===== src/rtl/pipe_hazard_ctrl_if.sv =====
// Hazard-control bundle between the pipeline datapath (master) and the
// stall/flush sequencer (slave).
interface pipe_hazard_ctrl_if;
  logic [31:0] instr_d;
  logic [31:0] instr_e;
  logic [4:0]  write_reg_e;
  logic        pc_en;
  logic        fd_en;
  logic        de_clr;
  logic        md_start;
  logic        md_busy;
  logic [3:0]  md_cnt;

  modport master (
    output instr_d, instr_e, write_reg_e,
    input  pc_en, fd_en, de_clr, md_start, md_busy, md_cnt
  );

  modport slave (
    input  instr_d, instr_e, write_reg_e,
    output pc_en, fd_en, de_clr, md_start, md_busy, md_cnt
  );
endinterface


===== src/rtl/pipe_hazard_ctrl.sv =====
// Stall/flush sequencer for the five-stage MIPS pipe: load-use detection
// between E and D plus the HI/LO mult/div busy-window FSM.
module pipe_hazard_ctrl #(
  parameter int MULT_CYCLES = 5,
  parameter int DIV_CYCLES  = 10
) (
  input  logic                clk,
  input  logic                reset,
  pipe_hazard_ctrl_if.slave   bus
);

  if (MULT_CYCLES < 1 || MULT_CYCLES > 15) begin : g_bad_mult
    $error("MULT_CYCLES must be in 1..15 to fit the 4-bit md_cnt");
  end
  if (DIV_CYCLES < 1 || DIV_CYCLES > 15) begin : g_bad_div
    $error("DIV_CYCLES must be in 1..15 to fit the 4-bit md_cnt");
  end

  localparam logic [5:0] OP_SPECIAL = 6'b000000;
  localparam logic [5:0] OP_LW      = 6'b100011;
  localparam logic [5:0] FN_MULT    = 6'b011000;
  localparam logic [5:0] FN_MULTU   = 6'b011001;
  localparam logic [5:0] FN_DIV     = 6'b011010;
  localparam logic [5:0] FN_DIVU    = 6'b011011;
  localparam logic [5:0] FN_MFHI    = 6'b010000;
  localparam logic [5:0] FN_MTHI    = 6'b010001;
  localparam logic [5:0] FN_MFLO    = 6'b010010;
  localparam logic [5:0] FN_MTLO    = 6'b010011;
  localparam logic [3:0] MULT_LD    = 4'(MULT_CYCLES);
  localparam logic [3:0] DIV_LD     = 4'(DIV_CYCLES);

  typedef enum logic {S_IDLE, S_BUSY} state_t;

  state_t     r_state;
  state_t     w_state_nxt;
  logic [3:0] r_cnt;
  logic [3:0] w_cnt_nxt;

  logic [5:0] w_op_d;
  logic [5:0] w_op_e;
  logic [4:0] w_rs_d;
  logic [4:0] w_rt_d;
  logic [5:0] w_funct_d;
  logic [5:0] w_funct_e;
  logic       w_lw_e;
  logic       w_md_op_e;
  logic       w_div_e;
  logic       w_hilo_d;
  logic       w_load_use;
  logic       w_busy;
  logic       w_md_start;
  logic       w_md_stall;
  logic       w_stall;
  logic       w_unused_bits;

  assign w_op_d    = bus.instr_d[31:26];
  assign w_rs_d    = bus.instr_d[25:21];
  assign w_rt_d    = bus.instr_d[20:16];
  assign w_funct_d = bus.instr_d[5:0];
  assign w_op_e    = bus.instr_e[31:26];
  assign w_funct_e = bus.instr_e[5:0];

  // Register-number and immediate fields that never take part in a hazard decision.
  assign w_unused_bits = ^{bus.instr_d[15:6], bus.instr_e[25:6]};

  assign w_lw_e    = (w_op_e == OP_LW);
  assign w_md_op_e = (w_op_e == OP_SPECIAL) &&
                     (w_funct_e inside {FN_MULT, FN_MULTU, FN_DIV, FN_DIVU});
  assign w_div_e   = w_funct_e inside {FN_DIV, FN_DIVU};
  assign w_hilo_d  = (w_op_d == OP_SPECIAL) &&
                     (w_funct_d inside {FN_MULT, FN_MULTU, FN_DIV, FN_DIVU,
                                        FN_MFHI, FN_MTHI, FN_MFLO, FN_MTLO});

  // Conservative: any rs/rt match counts even if instr_d ignores that field.
  assign w_load_use = w_lw_e && (bus.write_reg_e != 5'd0) &&
                      ((bus.write_reg_e == w_rs_d) || (bus.write_reg_e == w_rt_d));

  assign w_busy     = (r_state == S_BUSY);
  assign w_md_start = w_md_op_e && (r_state == S_IDLE);
  assign w_md_stall = w_hilo_d && (w_md_start || w_busy);
  assign w_stall    = w_load_use || w_md_stall;

  assign bus.pc_en    = ~w_stall;
  assign bus.fd_en    = ~w_stall;
  assign bus.de_clr   = w_stall;
  assign bus.md_start = w_md_start;
  assign bus.md_busy  = w_busy;
  assign bus.md_cnt   = r_cnt;

  always_ff @(posedge clk) begin
    if (reset) begin
      r_state <= S_IDLE;
      r_cnt   <= 4'd0;
    end else begin
      r_state <= w_state_nxt;
      r_cnt   <= w_cnt_nxt;
    end
  end

  // A mult/div seen in E while busy is ignored: no start, no reload.
  always_comb begin
    w_state_nxt = r_state;
    w_cnt_nxt   = r_cnt;
    case (r_state)
      S_IDLE: begin
        if (w_md_start) begin
          w_cnt_nxt   = w_div_e ? DIV_LD : MULT_LD;
          w_state_nxt = S_BUSY;
        end
      end
      S_BUSY: begin
        if (r_cnt <= 4'd1) begin
          w_cnt_nxt   = 4'd0;
          w_state_nxt = S_IDLE;
        end else begin
          w_cnt_nxt   = r_cnt - 4'd1;
        end
      end
      default: begin
        w_cnt_nxt   = 4'd0;
        w_state_nxt = S_IDLE;
      end
    endcase
  end

endmodule


===== src/flat_wrapper.sv =====
// flat-port wrapper written by rule: the top's interface ports become plain ports
module pipe_hazard_ctrl_flat 
#(
  parameter int MULT_CYCLES = 5,
  parameter int DIV_CYCLES  = 10
)
  (clk, reset, bus_instr_d, bus_instr_e, bus_write_reg_e, bus_pc_en, bus_fd_en, bus_de_clr, bus_md_start, bus_md_busy, bus_md_cnt);
  pipe_hazard_ctrl_if bus_i ();
  input  logic clk;
  input  logic reset;
  input wire logic [$bits(bus_i.instr_d)-1:0] bus_instr_d;
  input wire logic [$bits(bus_i.instr_e)-1:0] bus_instr_e;
  input wire logic [$bits(bus_i.write_reg_e)-1:0] bus_write_reg_e;
  output wire logic [$bits(bus_i.pc_en)-1:0] bus_pc_en;
  output wire logic [$bits(bus_i.fd_en)-1:0] bus_fd_en;
  output wire logic [$bits(bus_i.de_clr)-1:0] bus_de_clr;
  output wire logic [$bits(bus_i.md_start)-1:0] bus_md_start;
  output wire logic [$bits(bus_i.md_busy)-1:0] bus_md_busy;
  output wire logic [$bits(bus_i.md_cnt)-1:0] bus_md_cnt;
  assign bus_i.instr_d = bus_instr_d;
  assign bus_i.instr_e = bus_instr_e;
  assign bus_i.write_reg_e = bus_write_reg_e;
  assign bus_pc_en = bus_i.pc_en;
  assign bus_fd_en = bus_i.fd_en;
  assign bus_de_clr = bus_i.de_clr;
  assign bus_md_start = bus_i.md_start;
  assign bus_md_busy = bus_i.md_busy;
  assign bus_md_cnt = bus_i.md_cnt;
  pipe_hazard_ctrl #(.MULT_CYCLES(MULT_CYCLES), .DIV_CYCLES(DIV_CYCLES)) u_core (.clk(clk), .reset(reset), .bus(bus_i));
endmodule

===== config.mk =====
export PLATFORM = sky130hd
export DESIGN_NAME = pipe_hazard_ctrl_flat
export DESIGN_NICKNAME = d
export VERILOG_FILES = /design/src/rtl/pipe_hazard_ctrl_if.sv /design/src/rtl/pipe_hazard_ctrl.sv /design/src/flat_wrapper.sv
export SDC_FILE = /design/constraint.sdc
export NUM_CORES = 1
export LEC_CHECK = 0
export ABC_AREA = 0
export BUFFER_PORTS_ARGS = -buffer_cell sky130_fd_sc_hd__buf_4
export CAP_MARGIN = 20
export CORE_AREA = 2 2 45 47
export CTS_CLUSTER_DIAMETER = 120
export DETAILED_ROUTE_END_ITERATION = 12
export DIE_AREA = 0 0 47 49
export HOLD_SLACK_MARGIN = 0.08
export PLACE_DENSITY = 0.8
export SLEW_MARGIN = 20
export SYNTH_ARGS = -nofsm -noshare
export SYNTH_HDL_FRONTEND = slang
export SYNTH_SLANG_ARGS = --single-unit

===== constraint.sdc =====
create_clock -name clk -period 3.41 [get_ports clk]
set_input_delay 0.1705 -clock clk [delete_from_list [all_inputs] [get_ports clk]]
set_output_delay 0.1705 -clock clk [all_outputs]
set_load 0.05 [all_outputs]

# --- Yosys cells after proc, flatten, opt, wreduce, memory -nomap -nowiden ---
# Index checks and enable logic that the tools add are counted.
# Widths: inputs -> output; s select.
totals:
  register_bits: 5
  out_inout_bits: 9
  word_cells: 44
  inputBits: 71
op_classes:
  bitwise_logic: 2
  reduce_logical: 15
  n_eq_ne: 16
  magnitude_cmp: 1
  mux: 7
  add_sub_neg: 1
op_table:
  columns: ["operator", "n"]
  rows:
  - ["$eq 6x5->1 const B", 12]
  - ["$logic_not 6->1", 2]
  - ["$mux 4", 3]
  - ["$eq 5x5->1", 2]
  - ["$pmux 4 s2", 1]
  - ["$reduce_bool 8->1", 1]
  - ["$eq 6x6->1 const B", 1]
  - ["$logic_and 1x1->1", 6]
  - ["$reduce_bool 5->1", 1]
  - ["$le 4x1->1 const B", 1]
  - ["$reduce_bool 4->1", 1]
  - ["$sub 4x1->4 const B", 1]
  - ["$logic_or 1x1->1", 3]
  - ["$mux 1", 2]
  - ["$ne 2x1->1 const B", 1]
  - ["$not 1->1", 2]
  - ["$pmux 1 s2", 1]
  - ["$reduce_bool 2->1", 1]

# --- Longest topological paths before layout ---
# Gate-level depths: netlist of run 1.
depth:
  word_depth: 8
  mapped_depth: 6
  depth_no_buf: 6

# --- Worst setup path after synthesis of run 1 ---
# No wires, ideal clock.
synth_path:
  path_kind: "reg2out"
  start: "register u_core.r_state (netlist: u_core.bus.md_busy)"
  end: "output port bus_de_clr"
  n_path_buf: 1
  slack_ps: 1467
  t_arrival_ps: 1772
  stages_incl_launch_ff: 4
  t_required_ps: 3239
  path_cell_list: "dfxtp_1 clkbuf_2 a31oi_2 o22ai_1"
synth_between:
  elab_chain_cells: 5
synth_lines:
  columns: ["element", "line_no", "text"]
  rows:
  - ["start: declaration", "pipe_hazard_ctrl.sv:34", "state_t r_state;"]
  - ["start signal: assignment", "pipe_hazard_ctrl.sv:95", "r_state <= w_state_nxt;"]
  - ["$not 1->1", "pipe_hazard_ctrl.sv:79", "assign w_md_start = w_md_op_e && (r_state == S_IDLE);"]
  - ["$logic_and 1x1->1", "pipe_hazard_ctrl.sv:79", null]
  - ["$logic_or 1x1->1 (*)", "pipe_hazard_ctrl.sv:80", "assign w_md_stall = w_hilo_d && (w_md_start || w_busy);"]
  - ["$logic_and 1x1->1 (*)", "pipe_hazard_ctrl.sv:80", null]
  - ["$logic_or 1x1->1 (*)", "pipe_hazard_ctrl.sv:81", "assign w_stall = w_load_use || w_md_stall;"]
  - ["end: declaration", "flat_wrapper.sv:16", "output wire logic [$bits(bus_i.de_clr)-1:0] bus_de_clr;"]
# Mark *: on every way between the ends. The rest lies on a longest branch, timed or not.

# --- Worst setup path after layout of run 1 ---
layout_path:
  start: "register u_core.r_cnt[0] (netlist: u_core.bus.md_cnt[0])"
  end: "register u_core.r_cnt[1] (netlist: u_core.bus.md_cnt[1])"
layout_between:
  elab_chain_cells: 3
  elab_cells_between_ends: 4
  classes_between: "add/sub (1); order compare (1); mux (2)"
layout_lines:
  columns: ["element", "line_no", "text"]
  rows:
  - ["start: declaration", "pipe_hazard_ctrl.sv:36", "logic [3:0] r_cnt;"]
  - ["start signal: assignment", "pipe_hazard_ctrl.sv:96", "r_cnt <= w_cnt_nxt;"]
  - ["$sub 4x1->4 / $le 4x1->1 (equally long branches)", "pipe_hazard_ctrl.sv:116, pipe_hazard_ctrl.sv:112", null]
  - ["$mux 4 (*)", "pipe_hazard_ctrl.sv:112", "if (r_cnt <= 4'd1) begin"]
  - ["$pmux 4 s2 (*)", "pipe_hazard_ctrl.sv:104", "case (r_state)"]
# Marked as above.
# A chain may end at the register's enable or synchronous reset.

==> results.json, run 1 <==
{
  "status": "completed",
  "period_share_pct": 45.9,
  "drtIter0Drc": 0,
  "synth-edff-count": 0,
  "post_cts_buffers": 0,
  "cts_root_buf": "clkbuf_4",
  "avgSynthCellArea_sq_um": 8.37,
  "grt_max_degree": 11,
  "yosys.area_share.simple_pct": 29.9,
  "htreeDepth": 1,
  "power_uw": 181,
  "synthMuxAreaShare_pct": 0,
  "die_w_um": 47,
  "async_flop_share_pct": 0,
  "maxCapViolations": 0,
  "synth_xor_area_share_pct": 18.0,
  "place_hpwl_um": 1370,
  "hold_path_class": "in -> reg",
  "r2r-start": "u_core.bus.md_cnt[0]",
  "ys_ff_latch": 5,
  "antenna_found_initial": 0,
  "slew_violations": 0,
  "r2r_slack_ns": 1.85,
  "synth_top_family_by_area": "simple AND/OR/NAND/NOR gates",
  "cp-endpoint": "u_core.bus.md_cnt[1]",
  "crit_cells": 6,
  "vias_per_cell": 4.74,
  "crit_family": "flip-flops",
  "dp_cells": 134,
  "critPathLaunchType": "flop",
  "crit_chain": "inv_1 > ha_1 > nor2_1 > o31ai_2 > or2_1 > a221oi_1",
  "fin_cells": 138,
  "endpoint_kind": "flop",
  "reg2reg_depth": 6,
  "dr.pass1.iters": 1,
  "cts_hold_buf": 0,
  "cts-root-to-sink-buffers": 2,
  "ys_dominant_reg_cell": "dfxtp_1",
  "cp_slowest_cell": "dfxtp_1",
  "crit_start": "u_core.bus.md_cnt[0]",
  "drive_gt1_share_pct": 49.5,
  "cts_sinks": 5,
  "fin_crit_ns": 1.56,
  "worstMarginPinSlew_ns": 0.398,
  "cts_resized": 0,
  "synth_compound_area_share_pct": 23.6,
  "fmax_mhz": 639,
  "netlist_instances": 64,
  "die_h_um": 49,
  "ant_nets": 0,
  "drc_errors": 0,
  "worstPathRequired_ns": 3.54,
  "dpl-instance-area_sq_um": 895,
  "wire_per_inst_um": 11.6,
  "maxSlewHeadroom_pct": 73.3,
  "p_leak_nw": 0.408,
  "grt_pass1_wl_um": 2330,
  "fin_setup_tns_ns": 0,
  "initial_core_util_pct": 29.1,
  "fin_nets": 185,
  "clkTransAtPathRegs_ns": 0.04,
  "syn_area_sq_um": 536,
  "clk_latency_ns": 0.24,
  "grt_pass1_vias": 624,
  "portBuffers": 45,
  "fillers": 178,
  "path_buf_inv": 1,
  "yosysWarningCount": 0,
  "fin_area_sq_um": 921,
  "hold_viol_final": 0,
  "slowest_delay_ns": 0.43,
  "fp-row-count": 16,
  "rsz0062_at_grt": "no",
  "clock_skew_ns": 0.000221,
  "power_density_nw_per_um2": 196,
  "track_usage_pct": 13.9,
  "yosys.area_share.adder_pct": 4.67,
  "cts_buffers": 3,
  "place.gp.congestion": 0.818,
  "vias": 654,
  "crit_fanout": 7,
  "crit_type": "reg -> reg",
  "hold_ws_ns": 0.135,
  "rr_endpoint": "u_core.bus.md_cnt[1]",
  "synth_seq_area_share_pct": 18.7,
  "ios": 80,
  "irDropWorstVdd_uv": 119,
  "wl_um": 1600,
  "syn_to_final_growth_pct": 72.0,
  "finalSetupViolCount": 0,
  "n_antenna_cell": 0,
  "cts_tree": "built",
  "grt_overflow_total": 0,
  "ys_types": 34,
  "core_sq_um": 1840,
  "synth_nets": 137,
  "die_area_sq_um": 2300,
  "cp.arrival_ns": 1.70
}
[where the power goes]
part           switching [mW]  internal [mW]
combinational          0.0197         0.0353
sequential           0.000135         0.0588
clock                  0.0225         0.0441
total                  0.0423          0.138
[cells in the mapped netlist (2+ instances only)]
library cell / instances / share of area [%]
nor3_1: 5 / 4.7
a221oi_1: 2 / 3.3
o21a_1: 2 / 2.8
dfxtp_1: 5 / 19
inv_1: 4 / 2.8
nor2_1: 6 / 4.2
ha_1: 2 / 4.7
xor2_1: 10 / 16
a21oi_1: 2 / 1.9
nor3_2: 2 / 3.7
[through the flow]
| stage | utilization (%) | setup slack [ns] |
|---|---|---|
| final | 50.0 | 1.85 |
| after global routing | 50.0 | 1.65 |
| after CTS | 50.0 | 1.82 |
| after detailed placement | 48.6 | 1.83 |
| after global placement | 48.6 | 1.88 |
| after floorplan | - | 1.47 |
[placed cells by master (no fill, tap or decap), drive strengths merged, types with 2 or more instances in the layout]
master | netlist | final
xor2 | 10 | 10
buf | 1 | 45
o21ai | 2 | 2
a21oi | 2 | 2
nor2 | 6 | 6
inv | 4 | 4
o21a | 2 | 2
clkbuf | 1 | 4
nor3 | 7 | 7
a221oi | 2 | 2
dfxtp | 5 | 5
ha | 2 | 2
[state kept, by name (all words and copies together) (netlist names)]
name,count
u_core.bus.md_busy,1
u_core.bus.md_cnt,4
[worst min-delay path by stage]
stage	from	cells after the start	endpoint
2_1_floorplan	reset	1	u_core.bus.md_busy
3_3_place_gp	reset	2	u_core.bus.md_busy
3_5_place_dp	reset	2	u_core.bus.md_busy
4_1_cts	reset	2	u_core.bus.md_busy
5_1_grt	reset	2	u_core.bus.md_busy
6_report	reset	2	u_core.bus.md_busy
[routing by layer]
| metal | vias to the layer above | GRT usage (%) | wire length [um] |
|---|---|---|---|
| met4 | 0 | 5.56 | 0 |
| met3 | 0 | 2.96 | 220 |
| met1 | 290 | 13.3 | 578 |
| met2 | 34 | 26.5 | 802 |
| li1 | 330 | - | - |
| met5 | - | 0 | 0 |
[final cells by class]
| type | count | area [sq um] | area share, % |
|---|---|---|---|
| Tap cell | 27 | 33.8 | 3.67 |
| Sequential cell | 5 | 100 | 10.9 |
| Clock buffer | 4 | 26.3 | 2.85 |
| Inverter | 4 | 15.0 | 1.63 |
| Timing Repair Buffer | 45 | 338 | 36.7 |
| Multi-Input combinational cell | 53 | 408 | 44.3 |
[logic make-up (layout without fill, tap and decap cells)]
kind of cell | after synthesis | after routing
compound gates | 16 | 16
xor+xnor | 11 | 11
flops | 5 | 5
simple gates | 24 | 24
buf+inv | 6 | 53
fa+ha+maj | 2 | 2
No activity file was read; power rests on OpenSTA's default activity.
==> run 2: changes to the inputs <==
Settings changed: ABC_AREA 0 to 1, CORE_AREA 2 2 45 47 to 2 2 51 53, DIE_AREA 0 0 47 49 to 0 0 53 55, PLACE_DENSITY 0.8 to 0.72.
Clock period 3.41 ns to 1.3 ns, I/O delays scaled along.
==> run 2 against run 1 <==
Effect of this change:
- the flow now finishes with violations (negative setup slack)
- fmax grew 19%
- synthesized area grew 23%
- via count grew 38%
- critical endpoint is now u_core.bus.md_cnt[0]
- sequential power grew to 2.5 times the previous value
- cell area grew 27%
- utilization shrank 0.53 points
- die area grew 27%
- combinational power grew to 3.1 times the previous value
- largest cell class unchanged
- worst hold slack lost 0.0070 ns
- non-clock buffer count grew 8
- final cell count grew 51%
==> results.json, run 2 <==
{
  "hold_path_class": "in -> reg",
  "worstPathRequired_ns": 1.47,
  "power_uw": 498,
  "synth_nets": 195,
  "final_common_cell": "buf_4",
  "multi_input_comb_area_sq_um": 503,
  "irDropWorstVdd_uv": 390,
  "cp.arrival_ns": 1.49,
  "die_h_um": 55,
  "setup_ws_ns": -0.0117,
  "reg2reg_depth": 8,
  "syn_area_sq_um": 661,
  "clk_latency_ns": 0.24,
  "hold_viol_final": 0,
  "dp_cells": 196,
  "fin_cells": 208,
  "synth_common_cells": "nand2_1, nor2_1, inv_1",
  "ys_ff_latch": 5,
  "yosysMostFrequentCell": "nand2_1",
  "htreeDepth": 1,
  "drive_gt1_share_pct": 43.8,
  "place_hpwl_um": 1550,
  "fmax_mhz": 762,
  "synth_seq_area_share_pct": 15.2,
  "crit_type": "reg -> reg",
  "cts_sinks": 5,
  "grt_pass1_vias": 767,
  "ios": 80,
  "rsz0062_at_grt": "yes",
  "crit_fanout": 4,
  "die_w_um": 53,
  "p_leak_nw": 0.660,
  "r2r_slack_ns": -0.01,
  "synth-edff-count": 0,
  "vias_per_cell": 4.34,
  "core_sq_um": 2360,
  "syn_to_final_growth_pct": 77.1,
  "power_density_nw_per_um2": 426,
  "finalSetupViolCount": 1,
  "grt_pass1_wl_um": 2700,
  "netlist_instances": 122,
  "cts_tree": "built",
  "slew_violations": 0,
  "clkTransAtPathRegs_ns": 0.04,
  "place.gp.congestion": 0.758,
  "fp-row-count": 18,
  "cts-root-to-sink-buffers": 2,
  "failed_checks": "negative setup slack",
  "ys_dominant_reg_cell": "dfxtp_1",
  "min_from": "reset",
  "dr.pass1.iters": 4,
  "ant_nets": 0,
  "fillers": 252,
  "fin_crit_ns": 1.31,
  "largest_register_ffs": 4,
  "period_share_pct": 101,
  "track_usage_pct": 12.3,
  "avgSynthCellArea_sq_um": 5.42,
  "cts_buffers": 3,
  "critPathLaunchType": "flop",
  "yosysTopAreaCellShare_pct": 21.0,
  "async_flop_share_pct": 0,
  "n_antenna_cell": 0,
  "vias": 902,
  "grt_overflow_total": 0,
  "cts_root_buf": "clkbuf_4",
  "maxCapViolations": 0,
  "rr_endpoint": "u_core.bus.md_cnt[0]",
  "initial_core_util_pct": 27.9,
  "final_core_util_pct": 49.5,
  "seq_area_sq_um": 111,
  "maxSlewHeadroom_pct": 83.8,
  "synth_area_leaders": "nand2_1, dfxtp_1, nor2_1, inv_1, nor2_4",
  "fin_nets": 252,
  "grt_max_degree": 10,
  "worstMarginPinSlew_ns": 0.242,
  "holdPathEnd": "u_core.bus.md_cnt[1]",
  "hold_ws_ns": 0.128,
  "yosysWarningCount": 0,
  "endpoint_kind": "flop",
  "antenna_found_initial": 0,
  "yosysTopAreaCell": "nand2_1",
  "wire_per_inst_um": 9.08,
  "r2r-start": "u_core.bus.md_cnt[1]",
  "wl_um": 1890,
  "clock_skew_ns": 0.00142,
  "whs_path_depth": 4,
  "status": "complete, but fails checks",
  "die_area_sq_um": 2920,
  "drc_errors": 0,
  "mostFrequentLayoutCells": "buf_4, nand2_1, nor2_1",
  "portBuffers": 45,
  "crit_start": "u_core.bus.md_cnt[1]",
  "ys_types": 21,
  "drtIter0Drc": 17
}
==> run 2: cell types whose count changed after synthesis, moves of 4 or more <==
| cell | delta |
|---|---|
| nor2_1 | +18 |
| nor3_1 | -4 |
| nand4_1 | +4 |
| nand3_1 | +4 |
| inv_1 | +15 |
| xor2_1 | -10 |
| inv_2 | +4 |
| nand2_1 | +37 |
| nor2_4 | +4 |
==> run 2: cell families after synthesis <==
logic type | Yosys count | share of synthesized area, %
AOI/OAI and AO/OA | 5 | 4.17
xor gates and xnor gates | 3 | 3.98
adders and majority gates | 2 | 3.79
buffers and inverters | 24 | 14.2
DFF | 5 | 15.2
and+or+nand+nor | 83 | 58.7
==> run 2: layout make-up <==
type | count | area share (%)
clock buffers | 4 | 2.25
inverters | 23 | 8.02
multi-input cells | 93 | 43.0
flip-flops and latches | 5 | 9.52
well taps | 30 | 3.21
repair buffers | 53 | 34.0
==> run 2: worst max-delay path, stage by stage (launching register included) <==
cell and delay, ns:
dfxtp_4 0.36, inv_6 0.04, ha_4 0.15, or2_1 0.22, nand2_1 0.08, nand2_2 0.09, o21ai_1 0.16, nor2_1 0.06
nor2_1 0.08
==> run 2: per-stage QoR <==
step / worst slack, ns / TNS [ns] / area, sq um
2_1_floorplan: -0.00912 / -0.0111 / 708
3_3_place_gp: 0.0513 / 0 / 1070
3_5_place_dp: 0.0314 / 0 / 1070
4_1_cts: 0.00432 / 0 / 1100
5_1_grt: -0.100 / -0.376 / 1170
6_report: -0.0117 / -0.0117 / 1170
==> run 2: worst max path at each step <==
| stage | end | depth (start not counted) | slack [ns] |
|---|---|---|---|
| after floorplan | u_core.bus.md_cnt[3] | 10 | -0.009 |
| after CTS | bus_fd_en | 4 | 0.004 |
| final | u_core.bus.md_cnt[0] | 8 | -0.01 |
| after global routing | u_core.bus.md_cnt[3] | 10 | -0.10 |
| after global placement | u_core.bus.md_cnt[1] | 8 | 0.05 |
| after detailed placement | u_core.bus.md_cnt[1] | 8 | 0.03 |
==> run 2: what timing repair did <==
item | CTS | global route
hold buffers | 0 | 0
gates resized for setup | 0 | 4
setup endpoints to repair | 0 | 7
buffers inserted | 0 | 8
==> run 2: power breakdown <==
part	switching (mW)	leakage, nW	internal (mW)
Combinational	0.0724	0.602	0.0996
Clock	0.0616	0.0150	0.116
Sequential	0.000374	0.0427	0.148
Total	0.134	0.660	0.364
==> run 2: per-layer routing <==
layer	GRT usage, %	vias to the layer above	wire [um]
met1	12.3	380	712
li1	-	481	-
met5	0	-	0
met4	6.41	0	40
met2	25.0	36	972
met3	1.34	5	162
==> run 3: changes to the inputs <==
Settings changed: CORE_AREA 2 2 51 53 to 4 4 53 55, DIE_AREA 0 0 53 55 to 0 0 57 59, HOLD_SLACK_MARGIN 0.08 to default.
Clock period 1.3 ns to 1.1 ns, I/O delays scaled along.
==> run 3 against run 2 <==
Effect of this change:
- the flow still finishes with violations (negative setup slack)
- largest power group unchanged
- largest cell class unchanged
- utilization grew 3.1 points
- cell area grew 7.3%
- fmax shrank 0.50%
- via count grew 2.4%
- sequential power grew 17%
- highest routed layer is now met3
==> results.json, run 3 (synthesis results as in run 2) <==
{
  "slowest_delay_ns": 0.38,
  "place.gp.congestion": 0.806,
  "ios": 80,
  "irDropWorstVdd_uv": 267,
  "cts-root-to-sink-buffers": 2,
  "grt_overflow_total": 0,
  "crit_fanout": 4,
  "dr.pass1.iters": 6,
  "drtIter0Drc": 31,
  "core_sq_um": 2390,
  "htreeDepth": 1,
  "fin_crit_ns": 1.32,
  "die_h_um": 59,
  "fillers": 241,
  "clk_latency_ns": 0.24,
  "antenna_found_initial": 0,
  "clock_skew_ns": 0.00340,
  "fp-row-count": 18,
  "initial_core_util_pct": 27.7,
  "cp.arrival_ns": 1.50,
  "slew_violations": 0,
  "path_buf_inv": 2,
  "worstPathRequired_ns": 1.28,
  "die_area_sq_um": 3360,
  "crit_chain": "inv_4 > ha_4 > or2_1 > nand2_1 > nand2_2 > inv_2 > nand2_1 > nand2_1 > nor2_1 > nor2_1",
  "p_leak_nw": 0.695,
  "cts_buffers": 3,
  "dp_cells": 203,
  "wl_um": 2190,
  "maxCapViolations": 0,
  "portBuffers": 45,
  "final_common_cell": "buf_4",
  "cts_tree": "built",
  "final_core_util_pct": 52.6,
  "crit_top_cell": "nand2_1",
  "hold_viol_final": 0,
  "cts_root_buf": "clkbuf_4",
  "fin_cells": 213,
  "fin_nets": 257,
  "power_uw": 598,
  "largest_register_ffs": 4,
  "n_antenna_cell": 0,
  "power_density_nw_per_um2": 477,
  "setup_ws_ns": -0.218,
  "maxSlewHeadroom_pct": 85.3,
  "place_hpwl_um": 1730,
  "vias": 924,
  "syn_to_final_growth_pct": 90.0,
  "ant_nets": 0,
  "endpoint_kind": "flop",
  "critPathLaunchType": "flop",
  "wire_per_inst_um": 10.3,
  "crit_type": "reg -> reg",
  "fmax_mhz": 759,
  "cts_sinks": 5,
  "worstMarginPinSlew_ns": 0.219,
  "crit_family": "simple AND/OR/NAND/NOR gates",
  "rsz0062_at_grt": "yes",
  "track_usage_pct": 13.2,
  "cp_slowest_cell": "dfxtp_4",
  "finalSetupViolCount": 8,
  "grt_max_degree": 9,
  "vias_per_cell": 4.34,
  "hold_path_class": "in -> reg",
  "drc_errors": 0,
  "mostFrequentLayoutCells": "buf_4, nand2_1, nor2_1",
  "period_share_pct": 120,
  "fin_area_sq_um": 1250,
  "drive_gt1_share_pct": 48.1,
  "clkTransAtPathRegs_ns": 0.05,
  "status": "complete, but fails checks",
  "die_w_um": 57,
  "grt_pass1_wl_um": 3620,
  "dpl-instance-area_sq_um": 1130,
  "grt_pass1_vias": 908,
  "failed_checks": "negative setup slack"
}
run 3: final timing paths:
kind,cells past startpoint,from,to,slack [ns]
max,10,u_core.bus.md_cnt[0],u_core.bus.md_cnt[3],-0.22
min,3,reset,u_core.bus.md_busy,0.11
max reg2reg,10,u_core.bus.md_cnt[0],u_core.bus.md_cnt[3],-0.22
min reg2reg,4,u_core.bus.md_cnt[3],u_core.bus.md_cnt[3],0.59
run 3: worst min-delay path, delay by kind of cell:
kind                   cells  cell delay (ns)
buffers and inverters      2             0.15
AO/OA/AOI/OAI              1             0.11
run 3: final cells by class:
cell class | instances | area (sq um) | share of cell area (%)
well taps | 30 | 37.5 | 2.99
flip-flops and latches | 5 | 111 | 8.87
multi-input cells | 93 | 531 | 42.3
inverters | 23 | 91.3 | 7.28
repair buffers | 58 | 458 | 36.5
clock buffers | 4 | 26.3 | 2.09
run 3: power by group:
part	switching, mW	leakage (nW)	internal [mW]	total (mW)
Sequential	0.000451	0.0427	0.175	0.175
Clock	0.0779	0.0150	0.137	0.215
Combinational	0.0857	0.637	0.122	0.208
run 3: what timing repair did:
| item | 4_1_cts | 5_1_grt |
|---|---|---|
| setup endpoints to repair | 9 | 9 |
| setup buffers | 5 | 1 |
| gates resized for setup | 8 | 5 |
| pin swaps | 2 | 8 |
| hold buffers | 0 | 0 |
run 3: per-layer routing:
| layer | global-route usage (%) | vias up | part of all wire, % |
|---|---|---|---|
| li1 | - | 489 | - |
| met2 | 25.8 | 28 | 58 |
| met1 | 14.9 | 407 | 36 |
| met3 | 1.74 | 0 | 6.1 |
| met5 | 0 | - | 0 |
| met4 | 3.64 | 0 | 0 |
run 3: through the flow:
step | setup TNS (ns) | hold slack (ns) | worst slack (ns)
3_5_place_dp | -0.590 | 0.357 | -0.155
2_1_floorplan | -1.06 | 0.242 | -0.199
5_1_grt | -1.66 | 0.126 | -0.308
4_1_cts | -0.851 | 0.0964 | -0.163
6_report | -1.10 | 0.105 | -0.218
3_3_place_gp | -0.318 | 0.357 | -0.0817
